[src/rtl/barrel_shift_arb_pkg.sv]
// Shared defaults and helpers for the round-robin rotate arbiter.
package barrel_shift_arb_pkg;

  localparam int BIT_DEF  = 8;
  localparam int NREQ_DEF = 4;

  function automatic int idx_w(input int n);
    return (n > 1) ? $clog2(n) : 1;
  endfunction

  function automatic int field_lsb(input int k, input int w);
    return k * w;
  endfunction

endpackage

[src/rtl/barrel_shift.sv]
// Combinational rotator; left/right, amount taken modulo BIT.
module barrel_shift #(
  parameter int BIT = 8,
  localparam int SW = $clog2(BIT)
) (
  input  logic [BIT-1:0] i_data,
  input  logic           i_left,
  input  logic [SW-1:0]  i_shift,
  output logic [BIT-1:0] o_data
);

  logic [SW-1:0] amt;
  logic [SW-1:0] back;

  // Left by s equals right by (BIT - s); BIT wraps to 0 in SW bits.
  assign amt    = i_left ? (SW'(0) - i_shift) : i_shift;
  assign back   = SW'(0) - amt;
  assign o_data = (i_data >> amt) | (i_data << back);

endmodule

[src/rtl/barrel_shift_arb.sv]
// Round-robin arbiter sharing one rotator among NREQ requesters.
module barrel_shift_arb
  import barrel_shift_arb_pkg::*;
#(
  parameter int BIT  = BIT_DEF,
  parameter int NREQ = NREQ_DEF,
  localparam int SW  = idx_w(BIT),
  localparam int IW  = idx_w(NREQ)
) (
  input  logic              i_clk,
  input  logic              i_rstn,
  input  logic [NREQ-1:0]   i_req_valid,
  output logic [NREQ-1:0]   o_req_ready,
  input  logic [NREQ*BIT-1:0] i_req_data,
  input  logic [NREQ-1:0]   i_req_left,
  input  logic [NREQ*SW-1:0] i_req_shift,
  output logic              o_rsp_valid,
  input  logic              i_rsp_ready,
  output logic [BIT-1:0]    o_rsp_data,
  output logic [IW-1:0]     o_rsp_id,
  output logic              o_busy
);

  logic           rsp_valid_q, rsp_valid_d;
  logic [BIT-1:0] rsp_data_q, rsp_data_d;
  logic [IW-1:0]  rsp_id_q, rsp_id_d;
  logic [IW-1:0]  ptr_q, ptr_d;

  logic           slot_free;
  logic           gnt_found;
  logic [IW-1:0]  gnt_idx;
  logic [NREQ-1:0] gnt_oh;
  logic           accept;

  logic [BIT-1:0] sel_data;
  logic           sel_left;
  logic [SW-1:0]  sel_shift;
  logic [BIT-1:0] rot_data;

  assign slot_free = !rsp_valid_q | i_rsp_ready;

  // Lowest valid overall is the wrap-around fallback; lowest at/after ptr wins.
  always_comb begin
    gnt_found = 1'b0;
    gnt_idx   = '0;
    for (int k = NREQ - 1; k >= 0; k--) begin
      if (i_req_valid[k]) begin
        gnt_found = 1'b1;
        gnt_idx   = IW'(k);
      end
    end
    for (int k = NREQ - 1; k >= 0; k--) begin
      if (i_req_valid[k] && (IW'(k) >= ptr_q)) begin
        gnt_idx = IW'(k);
      end
    end
  end

  always_comb begin
    gnt_oh = '0;
    if (gnt_found && slot_free && i_rstn) begin
      gnt_oh[gnt_idx] = 1'b1;
    end
  end

  assign accept      = |gnt_oh;
  assign o_req_ready = gnt_oh;

  always_comb begin
    sel_data  = '0;
    sel_left  = 1'b0;
    sel_shift = '0;
    for (int k = 0; k < NREQ; k++) begin
      if (IW'(k) == gnt_idx) begin
        sel_data  = i_req_data[field_lsb(k, BIT) +: BIT];
        sel_left  = i_req_left[k];
        sel_shift = i_req_shift[field_lsb(k, SW) +: SW];
      end
    end
  end

  barrel_shift #(
    .BIT (BIT)
  ) u_rot (
    .i_data  (sel_data),
    .i_left  (sel_left),
    .i_shift (sel_shift),
    .o_data  (rot_data)
  );

  always_comb begin
    rsp_valid_d = rsp_valid_q;
    rsp_data_d  = rsp_data_q;
    rsp_id_d    = rsp_id_q;
    ptr_d       = ptr_q;
    if (accept) begin
      rsp_valid_d = 1'b1;
      rsp_data_d  = rot_data;
      rsp_id_d    = gnt_idx;
      ptr_d       = (gnt_idx == IW'(NREQ - 1)) ? '0 : gnt_idx + 1'b1;
    end else if (i_rsp_ready) begin
      rsp_valid_d = 1'b0;
    end
  end

  always_ff @(posedge i_clk or negedge i_rstn) begin
    if (!i_rstn) begin
      rsp_valid_q <= 1'b0;
      rsp_data_q  <= '0;
      rsp_id_q    <= '0;
      ptr_q       <= '0;
    end else begin
      rsp_valid_q <= rsp_valid_d;
      rsp_data_q  <= rsp_data_d;
      rsp_id_q    <= rsp_id_d;
      ptr_q       <= ptr_d;
    end
  end

  assign o_rsp_valid = rsp_valid_q;
  assign o_rsp_data  = rsp_data_q;
  assign o_rsp_id    = rsp_id_q;
  assign o_busy      = rsp_valid_q | (|i_req_valid);

endmodule

[config.mk]
export PLATFORM = sky130hd
export DESIGN_NAME = barrel_shift_arb
export DESIGN_NICKNAME = d
export VERILOG_FILES = /design/src/rtl/barrel_shift_arb_pkg.sv /design/src/rtl/barrel_shift.sv /design/src/rtl/barrel_shift_arb.sv
export SDC_FILE = /design/constraint.sdc
export NUM_CORES = 1
export LEC_CHECK = 0
export BUFFER_PORTS_ARGS = -buffer_cell sky130_fd_sc_hd__buf_2
export CAP_MARGIN = 20
export CORE_MARGIN = 1.5
export CORE_UTILIZATION = 39
export DETAILED_ROUTE_END_ITERATION = 8
export PLACE_DENSITY = 0.68
export SYNTH_ARGS = -nofsm -noshare
export SYNTH_HDL_FRONTEND = slang
export SYNTH_SLANG_ARGS = --single-unit
[constraint.sdc]
create_clock -name i_clk -period 5.7 [get_ports i_clk]
set_clock_uncertainty 0.1 [all_clocks]
set_input_delay 1.14 -clock i_clk [delete_from_list [all_inputs] [get_ports i_clk]]
set_output_delay 1.14 -clock i_clk [all_outputs]
set_load 0.005 [all_outputs]
Word level (Yosys, flattened, before mapping)
Cells that the tools add are included.
{"block": "op_classes", "add_sub_neg": 3, "magnitude_cmp": 6, "eq_ne": 4, "n_shift": 2, "muxes": 31, "n_bitwise": 3, "n_reduce_logical": 12}
{"op": "8-bit two-way mux", "n": 4}
{"op": "2-bit two-way mux", "n": 9}
{"op": "3-bit two-way mux", "n": 5}
{"op": "1-bit two-way mux", "n": 11}
{"op": "8-bit bitwise OR", "n": 1}
{"op": "4-bit OR reduction", "n": 2}
{"op": "8-bit by 3-bit << shifter with 8-bit output", "n": 1}
{"op": "8-bit by 3-bit right shift with 8-bit output", "n": 1}
{"op": "1-bit logical AND", "n": 7}
{"op": "1-bit by 3-bit subtractor with 3-bit output (first input constant)", "n": 2}
{"op": "2-bit equality test (first input constant)", "n": 2}
{"op": "1-bit by 2-bit greater-or-equal comparator with 1-bit output (first input constant)", "n": 2}
{"op": "2-bit greater-or-equal comparator (first input constant)", "n": 2}
{"op": "4-bit two-way mux", "n": 1}
{"op": "2-bit by 3-bit < comparator with 1-bit output (second input constant)", "n": 1}
{"op": "2-bit by 1-bit adder with 2-bit output (second input constant)", "n": 1}
{"op": "1-bit demux with 2-bit select", "n": 1}
{"op": "1-bit by 2-bit equality test with 1-bit output (first input constant)", "n": 1}
{"op": "2-bit equality test (second input constant)", "n": 1}
{"op": "2-bit by 1-bit greater-or-equal comparator with 1-bit output (second input constant)", "n": 1}
{"op": "2-bit zero test", "n": 1}
{"op": "1-bit bitwise OR", "n": 2}
{"op": "2-bit nonzero test", "n": 1}
{"op": "1-bit zero test", "n": 1}
{"block": "totals", "ff_bits": 13, "input_bits": 55, "out_inout_bits": 16, "elab_cells": 65}

Depth between registers and ports, before layout
{"block": "depth", "word_depth": 18, "mapped_depth": 18, "mapped_depth_nobuf": 16}

Hierarchy
A second synthesis with hierarchy kept.
{"block": "hier_totals", "cells_unflattened": 188, "hier_area_um2": 1650.3}
{"module": "barrel_shift_arb", "n_inst": 1, "cells_per_inst": 113, "area_each_um2": 1076.0, "seq_area_each_um2": 325.3}
{"module": "barrel_shift", "n_inst": 1, "cells_per_inst": 75, "area_each_um2": 574.3, "seq_area_each_um2": 0.0}

Worst setup path before layout
Ideal clock, no wire load.
{"block": "synth_path", "kind": "input -> register", "start": "input i_req_valid[0]", "end": "register rsp_data_q[6], in the netlist o_rsp_data[6]", "setup_time_ns": 0.126, "t_arrival_ns": 4.378, "required_ns": 5.474, "path_slack_ns": 1.096, "path_stages": 18, "n_path_buf": 2, "path_cell_list": "a21oi_1 o21a_1 o22ai_1 inv_1 ha_1 or2_1 buf_2 a221o_1 and2_1 clkinv_1 ha_1 and3_4 or2_4 buf_6 mux2_4 o21ai_1 nor2_1 o32a_1"}
{"block": "synth_between", "elab_chain_len": 15, "word_cells_on_any_way": 38, "cone_classes": "add/sub (2); order compare (2); eq/ne (3); shift (2); mux (22); bitwise (1); reduce/logical (6)"}
{"item": "from (decl)", "line": "barrel_shift_arb.sv:12", "source": "input logic [NREQ-1:0] i_req_valid,"}
{"item": "2-bit two-way mux", "line": "barrel_shift_arb.sv:47", "source": "if (i_req_valid[k]) begin"}
{"item": "2-bit two-way mux (3 in a row)", "line": "barrel_shift_arb.sv:53", "source": "if (i_req_valid[k] && (IW'(k) >= ptr_q)) begin"}
{"item": "2-bit two-way mux *", "line": "barrel_shift_arb.sv:53"}
{"item": "net gnt_idx[1]", "line": "barrel_shift_arb.sv:31", "source": "logic [IW-1:0] gnt_idx;"}
{"item": "2-bit zero test", "line": "barrel_shift_arb.sv:74", "source": "if (IW'(k) == gnt_idx) begin"}
{"item": "3-bit two-way mux (4 in a row)", "line": "barrel_shift_arb.sv:74"}
{"item": "1-bit by 3-bit subtractor with 3-bit output", "line": "barrel_shift.sv:16", "source": "assign amt = i_left ? (SW'(0) - i_shift) : i_shift;"}
{"item": "3-bit two-way mux", "line": "barrel_shift.sv:16"}
{"item": "1-bit by 3-bit subtractor with 3-bit output", "line": "barrel_shift.sv:17", "source": "assign back = SW'(0) - amt;"}
{"item": "8-bit by 3-bit << shifter with 8-bit output", "line": "barrel_shift.sv:18", "source": "assign o_data = (i_data >> amt) | (i_data << back);"}
{"item": "8-bit bitwise OR", "line": "barrel_shift.sv:18"}
{"item": "to (signal assigned)", "line": "barrel_shift_arb.sv:114", "source": "rsp_data_q <= rsp_data_d;"}
{"item": "to (decl)", "line": "barrel_shift_arb.sv:25", "source": "logic [BIT-1:0] rsp_data_q, rsp_data_d;"}
The timed path passes the listed nets; every way through them passes the cells marked *.
A chain may end at the register's enable or synchronous reset.

Worst setup path in the final report
{"block": "layout_path", "start": "input i_req_valid[0]", "end": "register rsp_data_q[4], in the netlist o_rsp_data[4]"}
Same word-level chain as after synthesis.

==> impl_metrics.csv <==
group,metric,value,unit
worst_setup_path,end_kind,"flop",
die,fp.dieH,66.13,um
logic_synthesis,ys_types,52,
worst_setup_path,critPathMaxStageDelay,530,ps
outcome,outcome,"finished clean",
clock_tree,cts_setup_buffers,0,
finish,drive_gt1_share,35.63,%
clock_tree,cts_max_level,1,
logic_synthesis,ys_ff_latch,13,
worst_setup_path,crit_fanout,16,
worst_setup_path,crit_slowest_cell,"or4b_1",
global_routing,gr-total-overflow,0,
clock_tree,cts_buffer_depth,2,
finish,antenna_cells,0,
global_routing,grt_first_pass_wirelength,6665,um
worst_setup_path,crit_path_cell_trace,"buf_2, a21oi_1, o21a_1, o22ai_1, inv_1, ha_1, or2_1, a221o_1, and2_1, clkinv_1, ha_1, and3_4, nor2_2, nor3_1, or4b_1, a41oi_1",
route,vias,1687,
logic_synthesis,synth_async_sr_flop_share,100.0,%
placement,dpl.hpwl,3298,um
run,maxCapViolations,0,
worst_setup_path,cp-start-kind,"input pin",
sta,tightestPinTransition,671.3,ps
clock_tree,clockRootBuffer,"clkbuf_8",
placement,dpl.cell_count,305,
die,core_area,0.003744,mm^2
clock_tree,cts_tree,"built",
sta,setup_viol,0,
worst_setup_path,critPathKind,"input pin to flop",
logic_synthesis,yosysTopAreaCell,"dfrtp_1",
logic_synthesis,ys_seq_area_share,20.93,%
finish,final_nets,322,
global_routing,grt_pass1_vias,1469,
route,wl_per_cell,12.94,um
clock_tree,ctsHoldBuffers,0,
finish,final_cells,309,
sta,hold_viol_final,0,
clock_tree,cts_buffers,3,
route,postRouteAntennaNets,0,
worst_setup_path,cp.required,5760,ps
sta,fin_crit,4901,ps
logic_synthesis,synth.avg_cell_area,7.969,um^2
global_routing,track_usage,19.00,%
global_routing,antenna_found_initial,0,
placement,port_buffers,70,
hold_path,hold_path_class,"flop to flop",
power_and_ir_drop,p_leak,0.9585,nW
logic_synthesis,ys_warn_count,0,
logic_synthesis,synthesis.nets,255,
clock_tree,clk_latency,240,ps
sta,max_slew_margin,54.78,%
clock_tree,numClockSinks,13,
worst_setup_path,critPathArrivalTime,4960,ps
logic_synthesis,synth_top_area_share,20.93,%
power_and_ir_drop,power_density,704.2,mW/mm^2
sta,min_period_over_period,85.98,%
sta,tns,0,ps
global_routing,grt_max_degree,22,
logic_synthesis,synth_most_common_cell,"nand2_1",
route,viasPerCell,5.460,
finish,synthToLayoutAreaGrowth,27.70,%
logic_synthesis,synthTopCellsByArea,"dfrtp_1 (21%), a221o_1 (5.2%), mux2_2 (5.1%), nand2_1 (4.8%), mux2i_1 (4.5%)",
logic_synthesis,ys.flop_type,"dfrtp_1",
clock_tree,ctsResizeCount,0,
logic_synthesis,synth_edf_count,0,
die,initial_utilization,41.51,%
logic_synthesis,syn_area,0.001554,mm^2
sta,clock.fmax,204.0,MHz
sta,finalMaxSlewViolations,0,
route,drt-pass1-iter-count,4,
route,drt_iter0_drc,94,
die,die-area,0.004373,mm^2
logic_synthesis,synth_commonest_cells,"nand2_1 (20), a21oi_1 (13), dfrtp_1 (13), nor2_1 (13), inv_1 (10)",
clock_tree,path_clk_slew,50,ps
worst_setup_path,cpMostUsedCell,"ha_1",
die,design.portCount,71,
die,die_x,66.13,um
route,drt_drc_violations_left,0,
power_and_ir_drop,ir_drop,0.3293,mV
die,fp-row-count,22,
logic_synthesis,syn_inst,195,
sta,rsz0062_at_grt,"false",
route,wirelength,4000,um
placement,place.gp.congestion,0.9688,
==> critical path, delay by kind of cell <==
family          cells  cell delay (ps)
fa+ha+maj           2              630
buf+inv             3              370
simple gates        6             1830
compound gates      5              990
==> metal layers <==
| layer | GRT usage [%] | vias to the layer above | share of wire [%] |
|---|---|---|---|
| li1 | - | 865 | - |
| met1 | 27.43 | 747 | 50 |
| met2 | 30.50 | 72 | 44 |
| met3 | 1.193 | 3 | 5.9 |
| met4 | 5.102 | 0 | 0.68 |
| met5 | 0 | - | 0 |
==> cell type report <==
type	instances	area (um^2)
fillers	392	1759
inverters	11	41.29
flip-flops and latches	13	325.3
multi-input cells	159	1132
well taps	48	60.06
clock buffers	4	45.04
repair buffers	74	380.4
==> report_power, final <==
part,switching (W),internal [W]
clock,0.0000328,0.0000494
sequential,0.0000254,0.000140
combinational,0.000633,0.000517
==> kinds of logic after synthesis <==
logic type	count (synthesis)	synth area share, %
xor gates and xnor gates	2	2.819
AOI/OAI and AO/OA	74	34.62
adders and majority gates	5	4.026
and+or+nand+nor	63	20.86
DFF	13	20.93
muxes	15	10.55
buffers and inverters	23	6.200
==> per-stage QoR <==
stage                     hold slack (ps)  setup slack [ps]  util, %  total power [W]  instance area, um^2
after floorplan                     369.9              1096        -         0.001088                 1554
after global placement              356.8             675.8    51.80         0.001300                 1939
after detailed placement            362.7             573.6    51.80         0.001305                 1939
after CTS                           375.7             802.5    53.01         0.001390                 1984
after global routing                410.8             492.2    53.01         0.001525                 1984
final                               373.8             798.9    53.01         0.001397                 1984
==> layout by cell type, fill, tap and decap left out, types with 6 or more instances in the layout <==
cell type and instances:
nand2_1 20, a21oi_1 13, nor2_1 13, mux2_2 7, inv_1 10, o21ai_0 9
mux2i_1 7, dfrtp_1 13, buf_2 70, a221o_1 8, nand2b_1 6, and2_1 6
==> registers in the layout (all words and copies together) (netlist names) <==
register	cells
o_rsp_data	8
o_rsp_id	2
o_rsp_valid	1
ptr_q	2
==> path summary, 6_finish.rpt <==
path	end	from	cells past startpoint	slack, ps
min	o_rsp_id[0]$_DFFE_PN0P_	o_rsp_id[0]$_DFFE_PN0P_	2	370
max reg2reg	o_rsp_data[4]$_DFFE_PN0P_	ptr_q[1]$_DFFE_PN0P_	15	1330
max in group asynchronous	o_rsp_data[4]$_DFFE_PN0P_	i_rstn	1	4600
max	o_rsp_data[4]$_DFFE_PN0P_	i_req_valid[0]	16	800
min reg2reg	o_rsp_id[0]$_DFFE_PN0P_	o_rsp_id[0]$_DFFE_PN0P_	2	370
min in group asynchronous	o_rsp_valid$_DFFE_PN0P_	i_rstn	1	670
Note: power is estimated with default switching activity, not from simulation.
